`config.mk`:
```
export PLATFORM = sky130hd
export DESIGN_NAME = load_writeback_unit
export DESIGN_NICKNAME = d
export VERILOG_FILES = /design/src/rtl/ldst_pkg.sv /design/src/rtl/ld_fifo.sv /design/src/rtl/load_writeback_unit.sv
export SDC_FILE = /design/constraint.sdc
export NUM_CORES = 1
export LEC_CHECK = 0
export CAP_MARGIN = 20
export CORE_MARGIN = 5
export CORE_UTILIZATION = 44
export CTS_CLUSTER_DIAMETER = 100
export CTS_CLUSTER_SIZE = 24
export DETAILED_ROUTE_END_ITERATION = 7
export GPL_TIMING_DRIVEN = 0
export PLACE_DENSITY = 0.8
export SLEW_MARGIN = 25
export SYNTH_ARGS = -nofsm -noshare
export SYNTH_HDL_FRONTEND = slang
export SYNTH_SLANG_ARGS = --single-unit
```
`constraint.sdc`:
```
create_clock -name clk -period 2.5 [get_ports clk]
set_input_delay 0.375 -clock clk [delete_from_list [all_inputs] [get_ports clk]]
set_output_delay 0.375 -clock clk [all_outputs]
set_load 0.02 [all_outputs]
```
`src/rtl/ldst_pkg.sv`:
```
// Shared types for the load path.
//   ld_size_t  : load size selector (word, zero-extended byte, sign-extended byte)
//   ld_entry_t : per-load bookkeeping held while the memory read is outstanding
//   REG_PC     : register index that is never written through the load port
package ldst_pkg;

  typedef enum logic [1:0] {
    LD_WORD  = 2'd0,
    LD_UBYTE = 2'd1,
    LD_SBYTE = 2'd2
  } ld_size_t;

  typedef struct packed {
    logic [3:0] rd;
    ld_size_t   size;
    logic [1:0] off;
  } ld_entry_t;

  localparam logic [3:0] REG_PC = 4'd15;

endpackage

```
`src/rtl/ld_fifo.sv`:
```
// In-order queue of outstanding loads.
//   clk, rst_n   : clock, synchronous active-low reset (empties the queue)
//   push_i       : write push_data_i at the tail (caller guarantees not full)
//   pop_i        : drop the head entry (caller guarantees not empty)
//   head_o       : oldest entry
//   count_o      : number of valid entries, 0..DEPTH
//   entries_o    : raw storage, indexed by slot
//   valid_o      : per-slot valid bit, used to build the pending-register mask
module ld_fifo
  import ldst_pkg::*;
#(
  parameter int DEPTH = 4
) (
  input  logic                       clk,
  input  logic                       rst_n,
  input  logic                       push_i,
  input  ld_entry_t                  push_data_i,
  input  logic                       pop_i,
  output ld_entry_t                  head_o,
  output logic [$clog2(DEPTH):0]     count_o,
  output ld_entry_t [DEPTH-1:0]      entries_o,
  output logic [DEPTH-1:0]           valid_o
);

  localparam int PW = $clog2(DEPTH);

  ld_entry_t [DEPTH-1:0] mem_q;
  logic [PW-1:0]         wptr_q, wptr_d;
  logic [PW-1:0]         rptr_q, rptr_d;
  logic [PW:0]           count_q, count_d;
  logic [DEPTH-1:0]      valid_q, valid_d;

  // Pointers wrap for free because DEPTH is a power of two. Push and pop can
  // never target the same slot in one cycle: that would need the queue to be
  // both empty (for the push) and non-empty (for the pop).
  always_comb begin
    wptr_d  = wptr_q;
    rptr_d  = rptr_q;
    count_d = count_q;
    valid_d = valid_q;
    if (pop_i) begin
      rptr_d          = rptr_q + 1'b1;
      valid_d[rptr_q] = 1'b0;
    end
    if (push_i) begin
      wptr_d          = wptr_q + 1'b1;
      valid_d[wptr_q] = 1'b1;
    end
    case ({push_i, pop_i})
      2'b10:   count_d = count_q + 1'b1;
      2'b01:   count_d = count_q - 1'b1;
      default: count_d = count_q;
    endcase
  end

  always_ff @(posedge clk) begin
    if (!rst_n) begin
      wptr_q  <= '0;
      rptr_q  <= '0;
      count_q <= '0;
      valid_q <= '0;
    end else begin
      wptr_q  <= wptr_d;
      rptr_q  <= rptr_d;
      count_q <= count_d;
      valid_q <= valid_d;
    end
  end

  // Payload storage needs no reset; the valid bits qualify it.
  always_ff @(posedge clk) begin
    if (push_i) mem_q[wptr_q] <= push_data_i;
  end

  assign head_o    = mem_q[rptr_q];
  assign count_o   = count_q;
  assign entries_o = mem_q;
  assign valid_o   = valid_q;

endmodule

```
`src/rtl/load_writeback_unit.sv`:
```
// Tracks outstanding data-memory loads and drives the regfile load write port.
//   clk, rst_n                   : clock, synchronous active-low reset
//   req_valid/req_ready          : load request handshake from execute
//   req_addr, req_rd, req_size   : byte address, destination register, size
//   mem_rd_en, mem_addr          : word read to data memory (same cycle as accept)
//   mem_rvalid, mem_rdata        : in-order read responses
//   w_data_ldr/w_addr_ldr/w_en_ldr : registered writeback, one cycle after response
//   pend_mask                    : registers with a load queued or in writeback
//   err                          : sticky, response seen with nothing outstanding
module load_writeback_unit
  import ldst_pkg::*;
#(
  parameter int DEPTH  = 4,
  parameter int ADDR_W = 13
) (
  input  logic              clk,
  input  logic              rst_n,
  input  logic              req_valid,
  output logic              req_ready,
  input  logic [ADDR_W-1:0] req_addr,
  input  logic [3:0]        req_rd,
  input  logic [1:0]        req_size,
  output logic              mem_rd_en,
  output logic [ADDR_W-3:0] mem_addr,
  input  logic              mem_rvalid,
  input  logic [31:0]       mem_rdata,
  output logic [31:0]       w_data_ldr,
  output logic [3:0]        w_addr_ldr,
  output logic              w_en_ldr,
  output logic [15:0]       pend_mask,
  output logic              err
);

  localparam int CW = $clog2(DEPTH);

  logic [CW:0]           count;
  ld_entry_t             head;
  ld_entry_t             push_entry;
  ld_entry_t [DEPTH-1:0] entries;
  logic [DEPTH-1:0]      ent_vld;
  logic                  accept;
  logic                  pop;

  logic        wb_en_q,   wb_en_d;
  logic [3:0]  wb_addr_q, wb_addr_d;
  logic [31:0] wb_data_q, wb_data_d;
  logic        err_q,     err_d;

  // Byte select is little-endian; word loads ignore the offset entirely.
  function automatic logic [31:0] extract_load(input logic [31:0] data,
                                               input ld_size_t    size,
                                               input logic [1:0]  off);
    logic [7:0] b;
    b = data[8*off +: 8];
    case (size)
      LD_UBYTE: return {24'b0, b};
      LD_SBYTE: return {{24{b[7]}}, b};
      default:  return data;
    endcase
  endfunction

  // Full means not ready, even if a response would free a slot this cycle.
  assign req_ready = (count != (CW+1)'(DEPTH));
  assign accept    = req_valid & req_ready & rst_n;
  assign mem_rd_en = accept;
  assign mem_addr  = req_addr[ADDR_W-1:2];
  assign pop       = mem_rvalid & (count != '0);

  always_comb begin
    push_entry      = '0;
    push_entry.rd   = req_rd;
    push_entry.size = ld_size_t'(req_size);
    push_entry.off  = req_addr[1:0];
  end

  ld_fifo #(.DEPTH(DEPTH)) u_fifo (
    .clk         (clk),
    .rst_n       (rst_n),
    .push_i      (accept),
    .push_data_i (push_entry),
    .pop_i       (pop),
    .head_o      (head),
    .count_o     (count),
    .entries_o   (entries),
    .valid_o     (ent_vld)
  );

  // Writeback register: address/data hold between responses, enable pulses.
  always_comb begin
    wb_en_d   = 1'b0;
    wb_addr_d = wb_addr_q;
    wb_data_d = wb_data_q;
    err_d     = err_q | (mem_rvalid & (count == '0));
    if (pop) begin
      wb_en_d   = (head.rd != REG_PC);
      wb_addr_d = head.rd;
      wb_data_d = extract_load(mem_rdata, head.size, head.off);
    end
  end

  always_ff @(posedge clk) begin
    if (!rst_n) begin
      wb_en_q   <= 1'b0;
      wb_addr_q <= '0;
      wb_data_q <= '0;
      err_q     <= 1'b0;
    end else begin
      wb_en_q   <= wb_en_d;
      wb_addr_q <= wb_addr_d;
      wb_data_q <= wb_data_d;
      err_q     <= err_d;
    end
  end

  // A register stays pending through its writeback cycle so decode never reads
  // the regfile before the load port write has landed.
  always_comb begin
    pend_mask = '0;
    for (int i = 0; i < DEPTH; i++) begin
      if (ent_vld[i] && (entries[i].rd != REG_PC)) pend_mask[entries[i].rd] = 1'b1;
    end
    if (wb_en_q) pend_mask[wb_addr_q] = 1'b1;
  end

  assign w_en_ldr   = wb_en_q;
  assign w_addr_ldr = wb_addr_q;
  assign w_data_ldr = wb_data_q;
  assign err        = err_q;

endmodule
```
==> impl_metrics.env, run 1 <==
export IMPL_place_area_sq_um=5609
export IMPL_synth_seq_cells=81
export IMPL_antenna_found_initial=0
export IMPL_drt_wl_total_mm=13.31
export IMPL_min_path_cells=3
export IMPL_insertion_delay_ns=0.35
export IMPL_rr_startpoint="u_fifo.rptr_q[0]$_SDFFE_PN0N_"
export IMPL_syn_area_sq_um=4352
export IMPL_finalHoldViolations=0
export IMPL_dieWidth_um=109.5
export IMPL_fin_crit_ns=2.434
export IMPL_power_total_w=0.005443
export IMPL_grtUsageTotal_pct=22.34
export IMPL_syn_num_nets=519
export IMPL_rr_worst_depth=8
export IMPL_p_leak_nw=2.356
export IMPL_period_share_pct=97.35
export IMPL_clock_sinks=81
export IMPL_grt_max_degree=18
export IMPL_area_delta_synth_final_pct=37.09
export IMPL_final_area_sq_um=5966
export IMPL_io_pins=122
export IMPL_slowest_delay_ns=0.50
export IMPL_place_detailed_hpwl_mm=9.909
export IMPL_slowest_stage="edfxtp_1"
export IMPL_worstHoldStart="rst_n"
export IMPL_rr_endpoint="w_data_ldr[6]$_SDFFE_PN0N_"
export IMPL_seq_area_frac_synth_pct=44.62
export IMPL_cts_htree_levels=3
export IMPL_ys_warn_count=0
export IMPL_synth_edf_count=32
export IMPL_avgSynthCellArea_sq_um=9.628
export IMPL_die_y_um=109.5
export IMPL_cap_violations=0
export IMPL_place_gp_congestion=0.9252
export IMPL_place_inst=694
export IMPL_required_ns=2.12
export IMPL_firstDrtPassIters=5
export IMPL_grt_pass1_vias=3857
export IMPL_root_buffer="clkbuf_8"
export IMPL_min_path_type="input port to flip-flop"
export IMPL_arrival_ns=2.06
export IMPL_fill_cells=843
export IMPL_setup_violations=0
export IMPL_endpoint_kind="primary output"
export IMPL_outcome="completed"
export IMPL_holdBufCountCts=0
export IMPL_synth_flop_cell="dfxtp_1"
export IMPL_synthCells=452
export IMPL_cts_buffers=9
export IMPL_core_area_sq_um=9729
export IMPL_rows=36
export IMPL_wl_per_cell_um=18.67
export IMPL_fin_setup_tns_ns=0
export IMPL_drtIter0Drc=186
export IMPL_ys_types=47
export IMPL_cp_startpoint="u_fifo.entries_o[14]$_DFFE_PP_"
export IMPL_grt_overflow_total=0
export IMPL_nets=642
export IMPL_cp_max_fo=5
export IMPL_multi_input_area_sq_um=2163
export IMPL_power_density_nw_per_um2=912.5
export IMPL_portBuffers=109
export IMPL_drive_gt1_share_pct=12.59
export IMPL_clock_path_buffers=2
export IMPL_irDropWorstVdd_mv=0.6104
export IMPL_cts_tree="built"
export IMPL_path_clk_slew_ns=0.08
export IMPL_path_cells="nand3b_1 -> buf_4 -> nor3_1 -> a211oi_1 -> o311ai_0 -> dlygate4sd2_1"
export IMPL_final_setup_worst_slack_ns=0.06637
export IMPL_seqCellArea_sq_um=1944
export IMPL_async_flop_share_pct=0
export IMPL_skew_ns=0.008647
export IMPL_setup_worst_path_class="flip-flop to primary output"
export IMPL_rrSetupSlack_ns=0.12
export IMPL_antennaDiodeCount=0
export IMPL_hold_path_endpoint="w_en_ldr$_SDFF_PN0_"
export IMPL_cp_start_kind="flip-flop"
export IMPL_slew_headroom_pct=68.69
export IMPL_num_vias=4043
export IMPL_worst_slew_pin_slew_ns=0.4696
export IMPL_ant_nets=0
export IMPL_drt_vias_per_instance=5.670
export IMPL_slew_violations=0
export IMPL_fin_cells=713
export IMPL_fmax_mhz=410.9
export IMPL_die_area_sq_um=11980
export IMPL_grt_pass1_wl_mm=20.57
export IMPL_rsz0062_at_grt="no"
export IMPL_start_util_pct=44.73
export IMPL_drc=0
export IMPL_post_place_ws_ns=-0.4961
==> logic make-up after synthesis <==
group	after synthesis	synth area share, %
compound gates	148	20.53
simple gates	122	14.84
flops	81	44.62
buf+inv	59	6.785
mux	26	8.798
fa+ha+maj	12	3.623
xor+xnor	4	0.8052
==> cells in the final DEF, fill, tap and decap left out, types with 4 or more instances in the layout <==
cell type,netlist,routed
a21oi_2,6,6
o221ai_1,5,5
and2_1,9,8
o21ai_0,35,35
clkbuf_1,27,15
inv_1,13,13
nand2b_1,13,13
o22a_1,7,7
dlygate4sd2_1,0,5
a21oi_1,60,60
nand3b_1,8,8
o22ai_1,6,6
nor2_1,15,14
edfxtp_1,32,32
mux4_2,2,4
dlymetal6s2s_1,0,10
mux2i_1,18,17
a22oi_1,6,6
clkbuf_8,0,9
clkdlybuf4s50_1,0,94
nor2b_1,11,10
buf_4,13,26
dfxtp_1,49,47
mux4_1,6,4
nand2_1,28,28
a31oi_1,6,6
a21boi_0,6,6
nand3_1,15,15
nor3_1,12,12
ha_1,11,9
==> where the power goes <==
part | total [W] | switching (W) | internal (W)
Combinational | 0.00253 | 0.00142 | 0.00111
Clock | 0.00104 | 0.000484 | 0.000560
Sequential | 0.00187 | 0.000201 | 0.00167
==> metal layers <==
layer / track usage (%) / vias up / share of wire [%]
met4: 9.617 / 0 / 2.5
met2: 34.74 / 167 / 47
met1: 30.43 / 1957 / 44
met3: 4.228 / 27 / 6.3
li1: - / 1892 / -
met5: 0 / - / 0
==> worst max path at each step <==
stage,to,slack (ns),cells after the start
5_1_grt,w_data_ldr[0]$_SDFFE_PN0N_,0.008,8
3_3_place_gp,u_fifo.count_o[2]$_SDFFE_PN0P_,-0.32,10
3_5_place_dp,u_fifo.count_o[2]$_SDFFE_PN0P_,-0.50,10
6_report,pend_mask[8],0.07,6
4_1_cts,pend_mask[4],-0.006,5
2_1_floorplan,w_data_ldr[0]$_SDFFE_PN0N_,0.11,9
==> cell type report <==
class,count,share of cell area (%)
plain buffers,35,3.523
clock inverters,7,1.573
well taps,133,2.789
multi-input cells,312,36.26
clock buffers,9,2.076
inverters,14,0.9438
flip-flops and latches,81,32.59
repair buffers,122,20.24
==> critical path, delay by kind of cell, from the launching register on <==
family | cells | cell delay (ns)
buffers and inverters | 2 | 0.58
DFF | 1 | 0.50
AOI/OAI and AO/OA | 2 | 0.22
and+or+nand+nor | 2 | 0.42
==> registers in the layout, summed over array words and instances (netlist names) <==
signal            count
err                   1
u_fifo.count_o        3
u_fifo.entries_o     32
u_fifo.rptr_q         2
u_fifo.valid_o        4
u_fifo.wptr_q         2
w_addr_ldr            4
w_data_ldr           32
w_en_ldr              1
==> metrics by stage <==
step           hold WS [ns]  utilization, %
6_report             0.4117           61.32
4_1_cts              0.4066           60.34
2_1_floorplan        0.4739               -
3_3_place_gp         0.4736           57.65
3_5_place_dp         0.4978           57.65
5_1_grt              0.4332           61.32
==> synthesized netlist by cell type (2+ instances only) <==
library cell   n  area share (%)
nor2b_1       11             1.6
and2_1         9             1.3
nor2_1        15             1.3
mux4_2         2             1.0
nand2b_1      13             1.9
a21boi_0       6             1.0
o311ai_0       2            0.40
clkbuf_1      27             2.3
mux4_1         6             3.6
nand3b_1       8             1.4
nor3_1        12             1.4
o21ai_0       35             4.0
mux2i_1       18             4.1
o22a_1         7             1.4
edfxtp_1      32              22
a31oi_1        6            0.86
buf_2          2            0.23
xnor2_1        3            0.60
nor3b_1        5            0.86
dfxtp_1       49              23
nand3_1       15             1.7
a21oi_1       60             6.9
a21oi_2        6             1.2
or3_1          3            0.43
nand2_1       28             2.4
buf_4         13             2.2
inv_1         13             1.1
a22oi_1        6             1.0
o221ai_1       5             1.0
buf_6          3            0.78
ha_1          11             3.2
o22ai_1        6            0.86
==> timing repair <==
item	CTS	global route
gates resized for setup	17	19
buffers inserted	7	6
setup endpoints to repair	25	31
pin swaps	0	0
No activity file was read; power rests on OpenSTA's default activity.
==> run 2: changes to the inputs <==
CELL_PAD_IN_SITES_DETAIL_PLACEMENT = 1   (was unset)
CELL_PAD_IN_SITES_GLOBAL_PLACEMENT = 1   (was unset)
CORE_UTILIZATION = 33   (was 44)
==> run 2 against run 1 <==
  * Die area increased by 30%
  * Cell area increased by 3.0%
  * Utilization shrank 14 points
  * Highest routed layer unchanged
  * Combinational power rose by 2%
==> impl_metrics.env, run 2 (synthesis gave the netlist of run 1 again) <==
export IMPL_antennaDiodeCount=0
export IMPL_drc=0
export IMPL_fin_cells=757
export IMPL_power_total_w=0.005844
export IMPL_num_vias=4096
export IMPL_cts_tree="built"
export IMPL_area_delta_synth_final_pct=41.14
export IMPL_drive_gt1_share_pct=13.43
export IMPL_grtUsageTotal_pct=19.10
export IMPL_place_gp_congestion=0.9054
export IMPL_clock_sinks=81
export IMPL_setup_violations=0
export IMPL_root_buffer="clkbuf_16"
export IMPL_fmax_mhz=404.6
export IMPL_power_density_nw_per_um2=951.4
export IMPL_irDropWorstVdd_mv=0.5126
export IMPL_cap_violations=0
export IMPL_final_util_pct=46.94
export IMPL_setup_worst_path_class="flip-flop to primary output"
export IMPL_cts_htree_levels=3
export IMPL_grt_max_degree=18
export IMPL_portBuffers=109
export IMPL_dieWidth_um=124.8
export IMPL_rsz0062_at_grt="yes"
export IMPL_slew_headroom_pct=64.59
export IMPL_io_pins=122
export IMPL_place_inst=737
export IMPL_min_path_type="input port to flip-flop"
export IMPL_grt_overflow_total=0
export IMPL_clock_path_buffers=2
export IMPL_fill_cells=1471
export IMPL_final_common_cell="clkdlybuf4s50_1"
export IMPL_endpoint_kind="primary output"
export IMPL_rows=42
export IMPL_cts_buffers=9
export IMPL_cp_start_kind="flip-flop"
export IMPL_die_y_um=124.8
export IMPL_p_leak_nw=2.382
export IMPL_period_share_pct=98.85
export IMPL_final_setup_worst_slack_ns=0.02867
export IMPL_path_clk_slew_ns=0.06
export IMPL_nets=643
export IMPL_worst_slew_pin_slew_ns=0.5244
export IMPL_outcome="completed"
export IMPL_die_area_sq_um=15580
export IMPL_skew_ns=0.007406
export IMPL_drt_vias_per_instance=5.411
export IMPL_post_place_ws_ns=-0.4214
export IMPL_firstDrtPassIters=5
export IMPL_fin_crit_ns=2.471
export IMPL_core_area_sq_um=13090
export IMPL_layout_common_cells="96 x clkdlybuf4s50_1, 60 x a21oi_1, 46 x dfxtp_1, 34 x o21ai_0, 32 x edfxtp_1"
export IMPL_wl_per_cell_um=20.24
export IMPL_antenna_found_initial=0
export IMPL_grt_pass1_vias=4316
export IMPL_grt_pass1_wl_mm=23.97
export IMPL_drtIter0Drc=240
export IMPL_insertion_delay_ns=0.34
export IMPL_drt_wl_total_mm=15.32
export IMPL_cp_max_fo=5
export IMPL_slew_violations=0
export IMPL_arrival_ns=2.10
export IMPL_start_util_pct=33.26
export IMPL_ant_nets=0
export IMPL_finalHoldViolations=0
export IMPL_whs_ns=0.4407
export IMPL_required_ns=2.12
export IMPL_place_detailed_hpwl_mm=11.49
-- run 2: worst paths after layout --
check / cells past startpoint / slack [ns] / startpoint / endpoint
worst max-delay path: 4 / 0.03 / u_fifo.entries_o[14]$_DFFE_PP_ / pend_mask[11]
worst min-delay path: 2 / 0.44 / rst_n / w_data_ldr[6]$_SDFFE_PN0N_
worst max register to register: 8 / 0.15 / u_fifo.rptr_q[1]$_SDFFE_PN0N_ / w_data_ldr[6]$_SDFFE_PN0N_
worst min register to register: 1 / 0.50 / w_data_ldr[6]$_SDFFE_PN0N_ / w_data_ldr[6]$_SDFFE_PN0N_
-- run 2: per-layer routing --
layer  track usage, %  up-vias  routed length (um)
met5                0        -                   0
met4            7.143        0                 479
met3            3.602       36                 711
met2            33.02      147                7661
met1            23.64     2019                6472
li1                 -     1894                   -
-- run 2: where the power goes --
| part | switching, W | total [W] | internal, W |
|---|---|---|---|
| Clock | 0.000509 | 0.00136 | 0.000854 |
| Combinational | 0.00148 | 0.00259 | 0.00111 |
| Sequential | 0.000213 | 0.00189 | 0.00167 |
| Total | 0.00220 | 0.00584 | 0.00364 |
-- run 2: area by class of cell --
| class | count | area, sq um | area share (%) |
|---|---|---|---|
| Clock buffer | 12 | 266.5 | 4.339 |
| Timing Repair Buffer | 123 | 1219 | 19.84 |
| Tap cell | 176 | 220.2 | 3.585 |
| Inverter | 14 | 56.30 | 0.9167 |
| Sequential cell | 81 | 1946 | 31.68 |
| Buffer | 35 | 210.2 | 3.422 |
| Clock inverter | 4 | 47.55 | 0.7741 |
| Multi-Input combinational cell | 312 | 2177 | 35.45 |
-- run 2: repair_timing --
action                     in CTS  in global routing
setup endpoints to repair      30                 32
buffers inserted                8                  6
resized for setup              22                 17
cloned                          0                  0
hold buffers                    0                  0
pin swaps                       0                  1
-- run 2: stage by stage --
stage               setup TNS, ns  cell area (sq um)
finish                          0               6142
global route             -0.09062               6142
CTS                             0               6046
detailed placement         -1.399               5663
global placement           -1.055               5663
floorplan                       0               4352
-- run 2: worst max-delay path: stages, from the launching register on --
cell and delay, ns:
edfxtp_1 0.49, nand3b_1 0.27, o21ai_1 0.23, or3_1 0.16
clkdlybuf4s50_1 0.60
